File: src/rtl/flash_boot_loader.sv
// rtl/flash_boot_loader.sv - SPI flash to on-chip ROM boot loader
// Issues a 0x03 read at FLASH_ADDR and writes ROM_SIZE big-endian 16-bit words into the ROM.
module flash_boot_loader #(
  parameter int          ROM_SIZE   = 8,
  parameter logic [23:0] FLASH_ADDR = 24'h000000,
  localparam int         AW         = (ROM_SIZE > 1) ? $clog2(ROM_SIZE) : 1
) (
  input  logic          CLK,
  input  logic          RST_N,
  input  logic          RELOAD,
  output logic          FLASH_SSB,
  output logic          FLASH_SCK,
  output logic          FLASH_IO0,
  input  logic          FLASH_IO1,
  output logic          ROM_WE,
  output logic [AW-1:0] ROM_ADDR,
  output logic [15:0]   ROM_DATA,
  output logic          CPU_RESET,
  output logic          DONE
);

  typedef enum logic [2:0] {S_IDLE, S_SETUP, S_CMD, S_DATA, S_HOLD, S_DONE} state_t;

  localparam logic [31:0]   CMD_WORD = {8'h03, FLASH_ADDR};
  localparam logic [AW-1:0] LAST     = AW'(ROM_SIZE - 1);

  state_t        r_state;
  logic [31:0]   r_cmd;
  logic [4:0]    r_cnt;
  logic [3:0]    r_dbit;
  logic [AW-1:0] r_wcnt;
  logic [15:0]   r_shift;
  logic          r_pend;
  logic [1:0]    r_hcnt;
  logic          w_start;

  assign w_start = (r_state == S_IDLE) || ((r_state == S_DONE) && RELOAD);

  always_ff @(posedge CLK) begin
    if (!RST_N) begin
      r_state   <= S_IDLE;
      FLASH_SSB <= 1'b1;
      FLASH_SCK <= 1'b0;
      FLASH_IO0 <= 1'b0;
      ROM_WE    <= 1'b0;
      ROM_ADDR  <= '0;
      ROM_DATA  <= '0;
      DONE      <= 1'b0;
      CPU_RESET <= 1'b1;
      r_cmd     <= '0;
      r_cnt     <= '0;
      r_dbit    <= '0;
      r_wcnt    <= '0;
      r_shift   <= '0;
      r_pend    <= 1'b0;
      r_hcnt    <= '0;
    end else begin
      ROM_WE <= 1'b0;
      if (w_start) begin
        r_state   <= S_SETUP;
        FLASH_SSB <= 1'b0;
        FLASH_SCK <= 1'b0;
        FLASH_IO0 <= CMD_WORD[31];
        r_cmd     <= {CMD_WORD[30:0], 1'b0};
        r_cnt     <= '0;
        r_dbit    <= '0;
        r_wcnt    <= '0;
        r_pend    <= 1'b0;
        r_hcnt    <= '0;
        DONE      <= 1'b0;
        CPU_RESET <= 1'b1;
      end else begin
        case (r_state)
          S_SETUP: r_state <= S_CMD;
          S_CMD: begin
            FLASH_SCK <= ~FLASH_SCK;
            if (FLASH_SCK) begin
              if (r_cnt == 5'd31) begin
                r_state   <= S_DATA;
                FLASH_IO0 <= 1'b0;
              end else begin
                FLASH_IO0 <= r_cmd[31];
                r_cmd     <= {r_cmd[30:0], 1'b0};
                r_cnt     <= r_cnt + 5'd1;
              end
            end
          end
          S_DATA: begin
            FLASH_SCK <= ~FLASH_SCK;
            if (!FLASH_SCK) begin
              // MISO was set up on the previous falling SCK, so the pre-edge value is the data bit
              r_shift <= {r_shift[14:0], FLASH_IO1};
              r_dbit  <= r_dbit + 4'd1;
              if (r_dbit == 4'd15) r_pend <= 1'b1;
            end else if (r_pend) begin
              r_pend   <= 1'b0;
              ROM_WE   <= 1'b1;
              ROM_DATA <= r_shift;
              ROM_ADDR <= r_wcnt;
              if (r_wcnt == LAST) r_state <= S_HOLD;
              else r_wcnt <= r_wcnt + AW'(1);
            end
          end
          S_HOLD: begin
            // one SCK-low cycle with SSB still low, then two cycles of deselect before DONE
            r_hcnt <= r_hcnt + 2'd1;
            if (r_hcnt == 2'd0) FLASH_SSB <= 1'b1;
            if (r_hcnt == 2'd2) begin
              r_state   <= S_DONE;
              DONE      <= 1'b1;
              CPU_RESET <= 1'b0;
            end
          end
          S_DONE: ;
          default: r_state <= S_IDLE;
        endcase
      end
    end
  end

endmodule

File: config.mk
export PLATFORM = sky130hd
export DESIGN_NAME = flash_boot_loader
export DESIGN_NICKNAME = d
export VERILOG_FILES = /design/src/rtl/flash_boot_loader.sv
export SDC_FILE = /design/constraint.sdc
export NUM_CORES = 1
export LEC_CHECK = 0
export ABC_AREA = 1
export CAP_MARGIN = 0
export CELL_PAD_IN_SITES_DETAIL_PLACEMENT = 0
export CELL_PAD_IN_SITES_GLOBAL_PLACEMENT = 2
export CORE_AREA = 2 2 103 85
export DETAILED_ROUTE_END_ITERATION = 10
export DIE_AREA = 0 0 105 87
export PLACE_DENSITY_LB_ADDON = 0.1
export SLEW_MARGIN = 20
export SYNTH_ARGS = -nofsm -noshare
export SYNTH_HDL_FRONTEND = slang
export SYNTH_SLANG_ARGS = --single-unit
File: constraint.sdc
create_clock -name CLK -period 3.8 [get_ports CLK]
set_clock_uncertainty 0.05 [all_clocks]
set_input_delay 0.38 -clock CLK [delete_from_list [all_inputs] [get_ports CLK]]
set_output_delay 0.38 -clock CLK [all_outputs]
set_load 0.05 [all_outputs]
**Word-level counts from Yosys, hierarchy flattened**

Index checks and enable logic that the tools add are counted.

- $add $sub $neg: 4
- Equal/unequal tests: 23
- Muxes and demuxes: 19
- Bitwise gates (word level): 7
- Reduce and logical (&&, ||, !) cells: 24

Operators with widths:

| kind | number |
|---|---|
| 27-bit 2-to-1 mux | 4 |
| 3-bit 2-to-1 mux | 6 |
| 3-bit != test (second input constant) | 6 |
| 2-bit != test (second input constant) | 8 |
| 3-bit one-hot mux with 5 select lines | 1 |
| 7-bit AND reduction | 2 |
| 2-bit AND reduction | 5 |
| 2-bit nonzero test | 5 |
| 3-bit == test (second input constant) | 3 |
| 3-bit AND reduction | 3 |
| 1-bit 2-to-1 mux | 8 |
| 4-bit AND reduction | 2 |
| 1-bit inverter | 7 |
| 3-bit by 2-bit == test with 1-bit output (second input constant) | 2 |
| 5-bit by 1-bit adder with 5-bit output (second input constant) | 1 |
| 5-bit == test (second input constant) | 1 |
| 4-bit by 1-bit adder with 4-bit output (second input constant) | 1 |
| 4-bit == test (second input constant) | 1 |
| 2-bit OR reduction | 2 |
| 4-bit OR reduction | 1 |
| 3-bit by 1-bit adder with 3-bit output (second input constant) | 1 |
| 3-bit by 1-bit == test with 1-bit output (second input constant) | 1 |
| 3-bit zero test | 1 |
| 2-bit by 1-bit adder with 2-bit output (second input constant) | 1 |
| 4 further kinds | 4 |

- Register bits after elaboration: 66
- Bits of input ports: 4
- Output and inout port bits: 25
- Word-level logic and storage cells: 95

**Logic depth before layout (Yosys ltp)**

- Word-level depth: 6
- Depth in mapped cells: 11
- Depth with buffers taken out: 11

**Least setup slack after synthesis**

Ideal clock, no wire load.

- Kind: reg2reg
- From: reg FLASH_SCK
- To: reg r_state[0]
- Library setup time: 0.115 ns
- Data arrival time: 1.450 ns
- Data required time: 3.635 ns
- Path slack: 2.185 ns
- Stages on the path, launching flop included: 9
- Buffers on the path: 1
- Clock period less this slack: 1.615 ns
- Cells stage by stage: dfxtp_1 > inv_2 > nand2_4 > inv_2 > buf_6 > nor2_4 > nand3_2 > nand2_1 > nor2_1

- Word-level cells in the longest chain between the ends: 2
- Elaborated cells between the ends (all ways): 3
- Classes of those cells: eq/ne (2); reduce/logical (1)

Ends and longest elaborated chain:

| element | RTL line | RTL |
|---|---|---|
| start, declared | 12 | `output logic FLASH_SCK,` |
| start signal, assigned | 76 | `FLASH_SCK <= ~FLASH_SCK;` |
| start signal, assigned | 89 | `FLASH_SCK <= ~FLASH_SCK;` |
| 3-bit != test (no line) | -- |  |
| 7-bit AND reduction (no line) (*) | -- |  |
| end signal, assigned | 41 | `r_state <= S_IDLE;` |
| end signal, assigned | 60 | `r_state <= S_SETUP;` |
| end signal, assigned | 74 | `S_SETUP: r_state <= S_CMD;` |
| end, declared | 27 | `state_t r_state;` |

Mark *: on every way between the ends. The rest lies on a longest branch, timed or not.
A chain may end at the register's enable or synchronous reset.

**Worst setup path in the final report**

- From: reg FLASH_SCK
- To: out FLASH_SCK

No word-level cell between the ends.

==> run_results.csv <==
group,metric,value,unit
detailed_routing,drc,0,
yosys,synth-seq-area-share,48.1,%
finish,stdcell_area,0.00329,sq mm
finish,final_common_cell,"nor2_1",
power_and_ir_drop,powerDensity,573,mW/mm^2
finish,drive_above_1_share,9.21,%
global_route,grtUsageTotal,13.3,%
sta,relSlewSlack,53.0,%
sta,finalHoldViolCount,0,
critical_path,critical-path-top-delay-family,"buffers and inverters",
sta,slew_viol_final,0,
finish,syn_to_final_growth,19.6,%
detailed_routing,routedWlPerCell,11.6,um
yosys,synth_top_area_share,48.1,%
clock_network,cts_setup_buffers,0,
sta,setup_viol,0,
power_and_ir_drop,cellLeakagePower,1.24,nW
global_route,grt_pass1_vias,1900,
clock_network,cts-root-buf,"clkbuf_8",
yosys,synth_area_per_cell,7.83,sq um
place,place_area,0.00307,sq mm
sta,whs,0.409,ns
critical_path,cp-end-kind,"output port",
outcome,status,"finished clean",
finish,final_nets,386,
sta,fin_crit,2.16,ns
place,port_buffers,28,
detailed_routing,drt_pass1_iterations,4,
global_route,grt_pass1_wl,9400,um
finish,layout_common_cells,"nor2_1 (89), dfxtp_1 (66), o21ai_0 (48)",
critical_path,crit_slowest_cell,"clkdlybuf4s50_1",
sta,tightestPinTransition,0.703,ns
place,gp_congestion,0.704,
yosys,ys_warn_count,0,
yosys,post_synth_num_cell_types,28,
floorplanning,die_h,87,um
detailed_routing,antenna_left,0,
detailed_routing,drtIter0Drc,65,
clock_network,cts_resized,0,
global_route,grt_overflow_total,0,
critical_path,worstPathRequired,3.37,ns
critical_path,worstPathCellList,"clkdlybuf4s50_1",
floorplanning,rows,30,
finish,antennaDiodeCount,0,
global_route,antenna_found_initial,0,
floorplanning,dieArea,0.00914,sq mm
floorplanning,start_util,33.6,%
yosys,ys_top_cells_by_area,"dfxtp_1 (48%), nor2_1 (12%), o21ai_0 (8.7%), nand2_1 (6.1%), a21oi_1 (3.5%)",
global_route,grt_max_degree,23,
clock_network,cts.sinks,66,
yosys,syn_nets,362,
clock_network,cts_tree,"yes",
place,dp_hpwl,3780,um
critical_path,path_class,"flip-flop to output port",
detailed_routing,via_count,2172,
detailed_routing,vias_per_cell,4.41,
yosys,ys.flop_type,"dfxtp_1",
yosys,ys_async_sr_fraction,0,%
yosys,synth-edff-count,0,
hold_path,hp-class,"flip-flop to flip-flop",
sta,tns,0,ns
sta,setup_slack,1.64,ns
run,max_cap_viol_count,0,
clock_network,clk_pin_slew,0.08,ns
place,post-place-ws,1.65,ns
yosys,ys_ff_latch,66,
clock_network,htreeDepth,3,
clock_network,clk-insertion-delay-late,0.33,ns
critical_path,arrival,1.73,ns
sta,fmax,463,MHz
yosys,synth_largest_area_cell,"dfxtp_1",
sta,period_share,56.9,%
clock_network,cts_max_path_buffers,2,
critical_path,worst_path_largest_cell_delay,0.87,ns
clock_network,cts_buffers,9,
critical_path,path_buf_inv,1,
floorplanning,dieWidth,105,um
sta,rsz0062_at_grt,"false",
power_and_ir_drop,vdd_ir_drop_max,169,uV
critical_path,worstPathMaxFanout,5,
floorplanning,pin_count,29,
yosys,synth_cells,351,
detailed_routing,wl,5710,um
clock_network,postCtsHoldBufs,0,
critical_path,critPathLaunchType,"flip-flop",
floorplanning,core,0.00818,sq mm
yosys,syn_area,0.00275,sq mm
[cell usage after synthesis (4+ instances only)]
cell	n
a21oi_1	19
buf_4	4
buf_6	4
clkbuf_1	5
dfxtp_1	66
ha_1	7
inv_1	23
inv_2	6
nand2_1	45
nand3_1	8
nor2_1	89
o21ai_0	48
[registers in the layout, indices dropped and copies added, names as in the netlist]
| name | count |
|---|---|
| ROM_DATA | 16 |
| r_shift | 16 |
| r_cmd | 7 |
| r_cnt | 5 |
| r_dbit | 4 |
| ROM_ADDR | 3 |
| r_state | 3 |
| r_wcnt | 3 |
| r_hcnt | 2 |
| CPU_RESET | 1 |
| DONE | 1 |
| FLASH_IO0 | 1 |
| FLASH_SCK | 1 |
| FLASH_SSB | 1 |
| ROM_WE | 1 |
| r_pend | 1 |
[layout make-up]
cell class	instances	area, sq um
fillers	885	4900
flip-flops and latches	66	1320
multi-input cells	239	1200
repair buffers	29	288
well taps	112	140
clock buffers	10	128
inverters	30	115
clock inverters	6	91.3
[final timing paths]
| kind | startpoint | to | slack (ns) | depth (start not counted) |
|---|---|---|---|---|
| setup / recovery | FLASH_SCK | FLASH_SCK | 1.64 | 1 |
| setup reg to reg | r_cnt[0] | r_cmd[28] | 1.95 | 9 |
| hold reg to reg | r_cmd[30] | r_cmd[31] | 0.41 | 2 |
| hold / removal | r_cmd[30] | r_cmd[31] | 0.41 | 2 |
[kinds of logic after synthesis]
logic type / synth area share, %
AO/OA/AOI/OAI: 13.1
XOR/XNOR: 0.319
adder cells (fa/ha/maj): 3.19
buffers and inverters: 8.15
flip-flops: 48.1
AND/OR/NAND/NOR: 27.2
[through the flow]
step,total power (W),util (%),instances
floorplan,0.00118,-,351
global placement,0.00127,37.5,476
CTS,0.00192,40.2,492
finish,0.00188,40.2,492
detailed placement,0.00126,37.5,476
global route,0.00201,40.2,492
[power breakdown]
group	switching [W]	internal [W]	leakage, nW
clock	0.000274	0.000372	0.110
combinational	0.000298	0.000136	0.600
sequential	0.0000583	0.000744	0.533
[routing by layer]
metal	global-route usage, %	part of all wire (%)	up-vias
met2	19.1	41	33
met1	18.6	54	959
met3	4.94	4.0	6
li1	-	-	1174
met5	0	0	-
met4	4.00	0.98	0
No activity file was read; power rests on OpenSTA's default activity.
